[config.mk]
export PLATFORM = sky130hd
export DESIGN_NAME = l1_dma_ctrl
export DESIGN_NICKNAME = d
export VERILOG_FILES = /design/src/rtl/l1_dma_ctrl.sv
export SDC_FILE = /design/constraint.sdc
export NUM_CORES = 1
export LEC_CHECK = 0
export BUFFER_PORTS_ARGS = -buffer_cell sky130_fd_sc_hd__clkbuf_2
export CAP_MARGIN = 20
export CORE_AREA = 2 2 168 170
export CTS_BUF_LIST = sky130_fd_sc_hd__clkbuf_4 sky130_fd_sc_hd__clkbuf_8 sky130_fd_sc_hd__clkbuf_16
export CTS_CLUSTER_SIZE = 10
export DETAILED_ROUTE_END_ITERATION = 8
export DIE_AREA = 0 0 170 172
export GPL_TIMING_DRIVEN = 1
export SLEW_MARGIN = 30
export SYNTH_ARGS = -nofsm -noshare
export SYNTH_HDL_FRONTEND = slang
export SYNTH_SLANG_ARGS = --single-unit
export TNS_END_PERCENT = 100
[constraint.sdc]
create_clock -name cpu_clk -period 1.8 [get_ports cpu_clk]
set_input_delay 0.36 -clock cpu_clk [delete_from_list [all_inputs] [get_ports cpu_clk]]
set_output_delay 0.36 -clock cpu_clk [all_outputs]
set_load 0.05 [all_outputs]
[src/rtl/l1_dma_ctrl.sv]
// L1 line-refill / writeback DMA sequencer: one burst at a time on the external channel.
// Optional `L1_DMA_RR_ARB_EN: round-robin between data and inst refills (default fixed priority).
module l1_dma_ctrl #(
    parameter int unsigned ADDR_WIDTH      = 32,
    parameter int unsigned DATA_WIDTH      = 32,
    parameter int unsigned READ_BURST_LEN  = 8,
    parameter int unsigned WRITE_BURST_LEN = 8
) (
    input  logic                  cpu_clk,
    input  logic                  cpu_rst_n,
    input  logic                  inst_refill_req,
    input  logic [ADDR_WIDTH-1:0] inst_refill_addr,
    output logic                  inst_refill_done,
    input  logic                  data_refill_req,
    input  logic [ADDR_WIDTH-1:0] data_refill_addr,
    output logic                  data_refill_done,
    input  logic                  data_wb_req,
    input  logic [ADDR_WIDTH-1:0] data_wb_addr,
    output logic                  data_wb_done,
    output logic                  ext_rd_req,
    output logic [ADDR_WIDTH-1:0] ext_rd_addr,
    input  logic                  ext_rd_ack,
    input  logic                  ext_rd_valid,
    input  logic [DATA_WIDTH-1:0] ext_rd_data,
    output logic                  ext_wr_req,
    output logic [ADDR_WIDTH-1:0] ext_wr_addr,
    input  logic                  ext_wr_ack,
    output logic                  ext_wr_valid,
    output logic [DATA_WIDTH-1:0] ext_wr_data,
    output logic                  ext_wr_last,
    input  logic                  ext_wr_ready,
    output logic [ADDR_WIDTH-1:0] dma_inst_mem_waddr,
    output logic [DATA_WIDTH-1:0] dma_inst_mem_wdata,
    output logic                  inst_mem_write,
    output logic [ADDR_WIDTH-1:0] dma_data_mem_waddr,
    output logic [DATA_WIDTH-1:0] dma_data_mem_wdata,
    output logic                  data_mem_write,
    output logic                  data_mem_write_ctrl_by,
    output logic [ADDR_WIDTH-1:0] dma_data_mem_raddr,
    output logic                  data_mem_read_ctrl_by,
    input  logic [DATA_WIDTH-1:0] data_mem_rdata,
    output logic                  busy
);

    localparam int unsigned MaxLen = (READ_BURST_LEN > WRITE_BURST_LEN) ?
                                     READ_BURST_LEN : WRITE_BURST_LEN;
    localparam int unsigned CntW   = $clog2(MaxLen);
    localparam logic [CntW-1:0]       RdLast = CntW'(READ_BURST_LEN - 1);
    localparam logic [CntW-1:0]       WrLast = CntW'(WRITE_BURST_LEN - 1);
    localparam logic [ADDR_WIDTH-1:0] RdMask = ADDR_WIDTH'(READ_BURST_LEN * 4 - 1);
    localparam logic [ADDR_WIDTH-1:0] WrMask = ADDR_WIDTH'(WRITE_BURST_LEN * 4 - 1);

    typedef enum logic [2:0] {StIdle, StRdAddr, StRdData, StWrAddr, StWrData, StDone} state_e;
    typedef enum logic [1:0] {SrcInst, SrcData, SrcWb} src_e;

    state_e                state_q;
    src_e                  src_q;
    logic [ADDR_WIDTH-1:0] base_q;
    logic [CntW-1:0]       cnt_q;
    logic                  rd_req_q, wr_req_q;
    logic [ADDR_WIDTH-1:0] mem_waddr_q;
    logic [DATA_WIDTH-1:0] mem_wdata_q;
    logic                  inst_wr_q, data_wr_q, data_ctrl_q;
    logic                  grant_dref, grant_iref;
    logic [ADDR_WIDTH-1:0] beat_addr;
    logic                  wr_phase;

    assign beat_addr = base_q + ADDR_WIDTH'({cnt_q, 2'b00});

`ifdef L1_DMA_RR_ARB_EN
    // Set when data was the last refill served; reset value lets inst win the first tie.
    logic last_data_q;

    always_comb begin
        grant_dref = !data_wb_req && data_refill_req && (!inst_refill_req || !last_data_q);
        grant_iref = !data_wb_req && inst_refill_req && !grant_dref;
    end

    always_ff @(posedge cpu_clk) begin
        if (!cpu_rst_n) begin
            last_data_q <= 1'b1;
        end else if (state_q == StIdle && (grant_dref || grant_iref)) begin
            last_data_q <= grant_dref;
        end
    end
`else
    always_comb begin
        grant_dref = !data_wb_req && data_refill_req;
        grant_iref = !data_wb_req && !data_refill_req && inst_refill_req;
    end
`endif

    always_ff @(posedge cpu_clk) begin
        if (!cpu_rst_n) begin
            state_q     <= StIdle;
            src_q       <= SrcInst;
            base_q      <= '0;
            cnt_q       <= '0;
            rd_req_q    <= 1'b0;
            wr_req_q    <= 1'b0;
            mem_waddr_q <= '0;
            mem_wdata_q <= '0;
            inst_wr_q   <= 1'b0;
            data_wr_q   <= 1'b0;
            data_ctrl_q <= 1'b0;
        end else begin
            inst_wr_q <= 1'b0;
            data_wr_q <= 1'b0;
            unique case (state_q)
                StIdle: begin
                    cnt_q <= '0;
                    if (data_wb_req) begin
                        src_q    <= SrcWb;
                        base_q   <= data_wb_addr & ~WrMask;
                        wr_req_q <= 1'b1;
                        state_q  <= StWrAddr;
                    end else if (grant_dref) begin
                        src_q       <= SrcData;
                        base_q      <= data_refill_addr & ~RdMask;
                        rd_req_q    <= 1'b1;
                        data_ctrl_q <= 1'b1;
                        state_q     <= StRdAddr;
                    end else if (grant_iref) begin
                        src_q    <= SrcInst;
                        base_q   <= inst_refill_addr & ~RdMask;
                        rd_req_q <= 1'b1;
                        state_q  <= StRdAddr;
                    end
                end
                StRdAddr: begin
                    if (ext_rd_ack) begin
                        rd_req_q <= 1'b0;
                        state_q  <= StRdData;
                    end
                end
                StRdData: begin
                    // Beat is captured here and written to the memory on the following cycle.
                    if (ext_rd_valid) begin
                        mem_waddr_q <= beat_addr;
                        mem_wdata_q <= ext_rd_data;
                        inst_wr_q   <= (src_q == SrcInst);
                        data_wr_q   <= (src_q == SrcData);
                        if (cnt_q == RdLast) begin
                            cnt_q   <= '0;
                            state_q <= StDone;
                        end else begin
                            cnt_q <= cnt_q + 1'b1;
                        end
                    end
                end
                StWrAddr: begin
                    if (ext_wr_ack) begin
                        wr_req_q <= 1'b0;
                        state_q  <= StWrData;
                    end
                end
                StWrData: begin
                    if (ext_wr_ready) begin
                        if (cnt_q == WrLast) begin
                            cnt_q   <= '0;
                            state_q <= StDone;
                        end else begin
                            cnt_q <= cnt_q + 1'b1;
                        end
                    end
                end
                StDone: begin
                    data_ctrl_q <= 1'b0;
                    state_q     <= StIdle;
                end
                default: state_q <= StIdle;
            endcase
        end
    end

    assign wr_phase = (state_q == StWrData);

    assign busy             = (state_q != StIdle);
    assign inst_refill_done = (state_q == StDone) && (src_q == SrcInst);
    assign data_refill_done = (state_q == StDone) && (src_q == SrcData);
    assign data_wb_done     = (state_q == StDone) && (src_q == SrcWb);

    assign ext_rd_req  = rd_req_q;
    assign ext_rd_addr = base_q;
    assign ext_wr_req  = wr_req_q;
    assign ext_wr_addr = base_q;

    assign ext_wr_valid          = wr_phase;
    assign ext_wr_data           = wr_phase ? data_mem_rdata : '0;
    assign ext_wr_last           = wr_phase && (cnt_q == WrLast);
    assign dma_data_mem_raddr    = wr_phase ? beat_addr : '0;
    assign data_mem_read_ctrl_by = wr_phase;

    assign dma_inst_mem_waddr     = mem_waddr_q;
    assign dma_inst_mem_wdata     = mem_wdata_q;
    assign inst_mem_write         = inst_wr_q;
    assign dma_data_mem_waddr     = mem_waddr_q;
    assign dma_data_mem_wdata     = mem_wdata_q;
    assign data_mem_write         = data_wr_q;
    assign data_mem_write_ctrl_by = data_ctrl_q;

endmodule

==> summary by stage <==
Outcome
The flow ran to the end, but the final reports show violations. The final reports fail on negative setup slack.

Hold path
The end of the worst hold path is dma_data_mem_wdata[17]. The cell depth of the worst hold path is 3. The startpoint identified for the worst hold timing path is ext_rd_data[17].

The type of the most critical hold path is in2reg.

Clock tree
The number of buffers created by CTS is 9. The maximum clock insertion buffer count is 2. In this run the clock root is driven by a clkbuf_16. CTS built an H-tree with a depth of 3. TritonCTS built the clock tree. After clock tree synthesis, the clock-pin slew on the worst setup and hold paths is 0.08 ns. The clock latency on the worst-skew pair is between 0.3 and 0.4 ns.

The number of clock sinks seen by CTS is 102.

Global routing
The total congestion overflow is 0. The via count of the first global-routing pass was roughly 5100. The number of antenna violations at the first check in global routing is 0. The pin count of the biggest net entering global routing is just over 60. The first global-routing pass estimated a little under 30000 um of wire. Global routing used about an eighth of the available tracks.

Critical path
The arrival time reported for the critical path endpoint is 1.55 ns. The count of cells along the worst register-to-register path is 6. The category of cells accounting for the largest share of critical-path delay is simple AND/OR/NAND/NOR gates. Setup slack on the worst reg-to-reg path comes out at between 0.15 and 0.2 ns. The startpoint identified for the worst register-to-register timing path is state_q[1]. The required time of the worst setup path is 1.44 ns. The slowest stage of the critical path is the dfxtp_2 cell.

In this design, the stage delay of the slowest critical-path cell is roughly 0.33 ns. The number of buffers and inverters on the critical path is 3. STA classifies the critical path endpoint as an output pin. The cell occurring most often along the worst timing path is buf_12. The critical path is of the reg2out type.

The maximum fanout count along the critical path is 22. The startpoint class of the critical path is a flop. Walking the worst path, the cells encountered are nand2b_4, nor2_4, buf_12, buf_12, and2_2, buf_8. In this run the critical register-to-register path is captured at state_q[0].

Timing
Summed over all failing endpoints, the final setup total negative slack is -5.48 ns. The final critical path takes up 106% of the cycle. Setup repair after global routing could not meet its margin everywhere. The count of endpoints failing setup in the final report is between 60 and 70. The final-layout worst hold slack is 0.228 ns. The final max-slew violation count is 0. The smallest clock period supported by the final layout is computed as 1.91 ns. The total count of hold-check failures in the final report is 0. The maximum frequency from static timing analysis is between 500 and 600 MHz.

Across all setup checks in the final design, the least slack found is -0.110 ns. For the final database, setup skew stands at ~0.013 ns.

Yosys
Counting flops with a built-in enable in the synthesized netlist gives 0. By instance count, the leading cell after synthesis is nand2_1. Counting flops and latches in the post-synthesis netlist gives ~100.

For this run, the leading register cell type out of synthesis is dfxtp_1. The unique cell type count in the Yosys netlist is 43. The average instance in the mapped netlist occupies slightly above 8 um2. Summing the areas of all compound-gate instances in the mapped netlist gives 11.8% of the synthesized area. The async set or reset register ratio after synthesis is 0%. The simple-gate share of the synthesized area is 22.7%. The post-synthesis instance total is around 740.

The share of synthesized area in the top cell type comes to between 30 and 40%. The portion of synthesized area spent on multiplexers is under 10%. The biggest area contributor in the post-synthesis netlist is dfxtp_1.

The sequential share of the synthesized area is between 30 and 40%. The post-synthesis share of cell area spent on full adders, half adders and majority gates is less than 1%. The main combinational cell family by area after synthesis is simple AND/OR/NAND/NOR gates. The synthesized netlist devotes 0% of its cell area to XOR and XNOR gates. After synthesis, the most frequently instantiated cells are 161 x nand2_1, 140 x buf_4, 102 x dfxtp_1.

The netlist area before placement is ~6000 um2. In the post-synthesis netlist, the biggest area contributors are dfxtp_1 34%, buf_4 18%, nand2_1 10%. Yosys printed 0 warnings.

Die
The placement row count is 61. The die area is around 30000 um2. Once the floorplan was initialized, standard cells occupied between 20% and 30% of the core. The total core area is 27500 um2. The die width is about 170 um. The height of the die is around 170 um.

Pin placement for this block handled around 440 I/O pins.

Power and ir drop
The maximum ir drop on the vdd rail is about 0.00088 V. Total power for the finished layout comes to roughly 11 mW. The power per unit of standard cell area is about 1300 nW/um2. The leakage dissipation is approximately 4.3 nW.

Finish
The net total in the final layout is approximately 1200. The layout-stage area growth over the synthesis result is 47.9%. The diode insertion count for antenna repair is 0.

The number of fill cells in the layout is 2873. The final cell count without fillers is 1369. The post-route netlist has 52.0% of its cells at a drive strength greater than 1.

Drt
The via count of the routed design is 5659. For this run, the detailed router's first-pass iteration total came to 4. The routed wire length per instance is between 10 and 15 um. Once detail routing completed, the nets flagged for antenna violations numbered 0. The remaining design rule violation count is 0. The ratio of routed vias to standard cells is approximately 4.1. The aggregate routed wire length is ~20000 um.

After the first detailed-routing iteration, the DRC count stood at 175.

Placed design
The routability congestion estimate from global placement is roughly 0.74. The worst-case setup slack after placement is 0.107 ns. After detailed placement, the design holds a cell count of 1345.

The count of port buffers added during placement is approximately 400. The post-detailed-placement half-perimeter wirelength is 14800 um.

Job
Max-cap violations in this run came to 0.
[final cells by class]
class | count | area [um2] | area share, %
repair buffers | 435 | 3180 | 35.9
clock buffers | 10 | 233 | 2.63
flip-flops and latches | 102 | 2050 | 23.1
well taps | 346 | 433 | 4.89
multi-input cells | 466 | 2900 | 32.7
inverters | 5 | 18.8 | 0.212
clock inverters | 5 | 42.5 | 0.481
[registers in the layout (all words and copies together) (netlist names)]
name                    count
dma_data_mem_wdata         32
data_mem_write              1
cnt_q                       3
src_q                       2
state_q                     3
dma_data_mem_waddr         30
inst_mem_write              1
ext_rd_req                  1
ext_rd_addr                27
ext_wr_req                  1
data_mem_write_ctrl_by      1
[metrics by stage]
step | area, um2 | util, %
final | 8850 | 32.2
after CTS | 8680 | 31.6
after floorplan | 6120 | -
after detailed placement | 7820 | 28.5
after global placement | 7820 | 28.5
after global routing | 8850 | 32.2
[report_power, final]
group	total, mW	internal, mW	leakage, nW	switching (mW)
clock	1.88	0.963	0.127	0.917
combinational	6.45	2.11	3.33	4.34
sequential	3.06	2.61	0.830	0.446
total	11.4	5.68	4.29	5.70
[routing by layer]
metal	wire [um]	part of all wire (%)	vias to the layer above	global-route usage, %
met4	359	1.8	0	4.09
met2	10000	49	269	22.7
met5	0	0	-	0
met1	8670	43	2569	15.7
li1	-	-	2801	-
met3	1340	6.6	20	2.84
[placed cells by master (no fill, tap or decap), types with 3 or more instances in the layout]
cell	Yosys	final
conb_1	1	16
clkbuf_2	1	337
nor2b_1	26	25
buf_4	140	16
and2_4	0	28
inv_1	5	4
dfxtp_1	102	99
dfxtp_2	0	3
buf_8	0	53
clkbuf_16	0	11
clkinvlp_4	0	3
o21ai_0	33	33
and2_2	0	34
a21oi_1	31	31
a21boi_1	31	31
nor2_1	13	11
buf_12	2	23
nand2_1	161	160
mux2i_1	56	56
[kinds of logic after synthesis]
| logic type | count (synthesis) |
|---|---|
| compound gates | 113 |
| fa+ha+maj | 2 |
| buf+inv | 185 |
| flops | 102 |
| mux | 57 |
| other cells | 1 |
| simple gates | 278 |
[worst reg2reg max path, cell delays in order, from the launching register on]
cell,delay (ns)
dfxtp_2,0.34
buf_8,0.12
buf_4,0.17
mux2_4,0.31
a221oi_2,0.30
a2111oi_1,0.10
o21a_1,0.18
[how the worst max path moves through the flow]
| stage | cells past startpoint | from | endpoint | slack, ns |
|---|---|---|---|---|
| after floorplan | 3 | state_q[0] | data_wb_done | -0.14 |
| after global placement | 5 | state_q[1] | ext_wr_data[11] | 0.12 |
| after detailed placement | 5 | state_q[1] | ext_wr_data[11] | 0.11 |
| after CTS | 6 | state_q[1] | ext_wr_data[25] | -0.16 |
| after global routing | 6 | state_q[1] | dma_data_mem_raddr[13] | -0.19 |
| final | 6 | state_q[1] | dma_data_mem_raddr[13] | -0.11 |
[timing repair]
| item | CTS | global route |
|---|---|---|
| pin swaps | 2 | 7 |
| gates resized for setup | 123 | 81 |
| cloned | 1 | 2 |
| hold buffers | 0 | 0 |
| buffers inserted | 5 | 2 |
| setup endpoints to repair | 68 | 68 |
| endpoints found under the hold margin | 0 | 0 |
(Power assumes the default switching activity.)
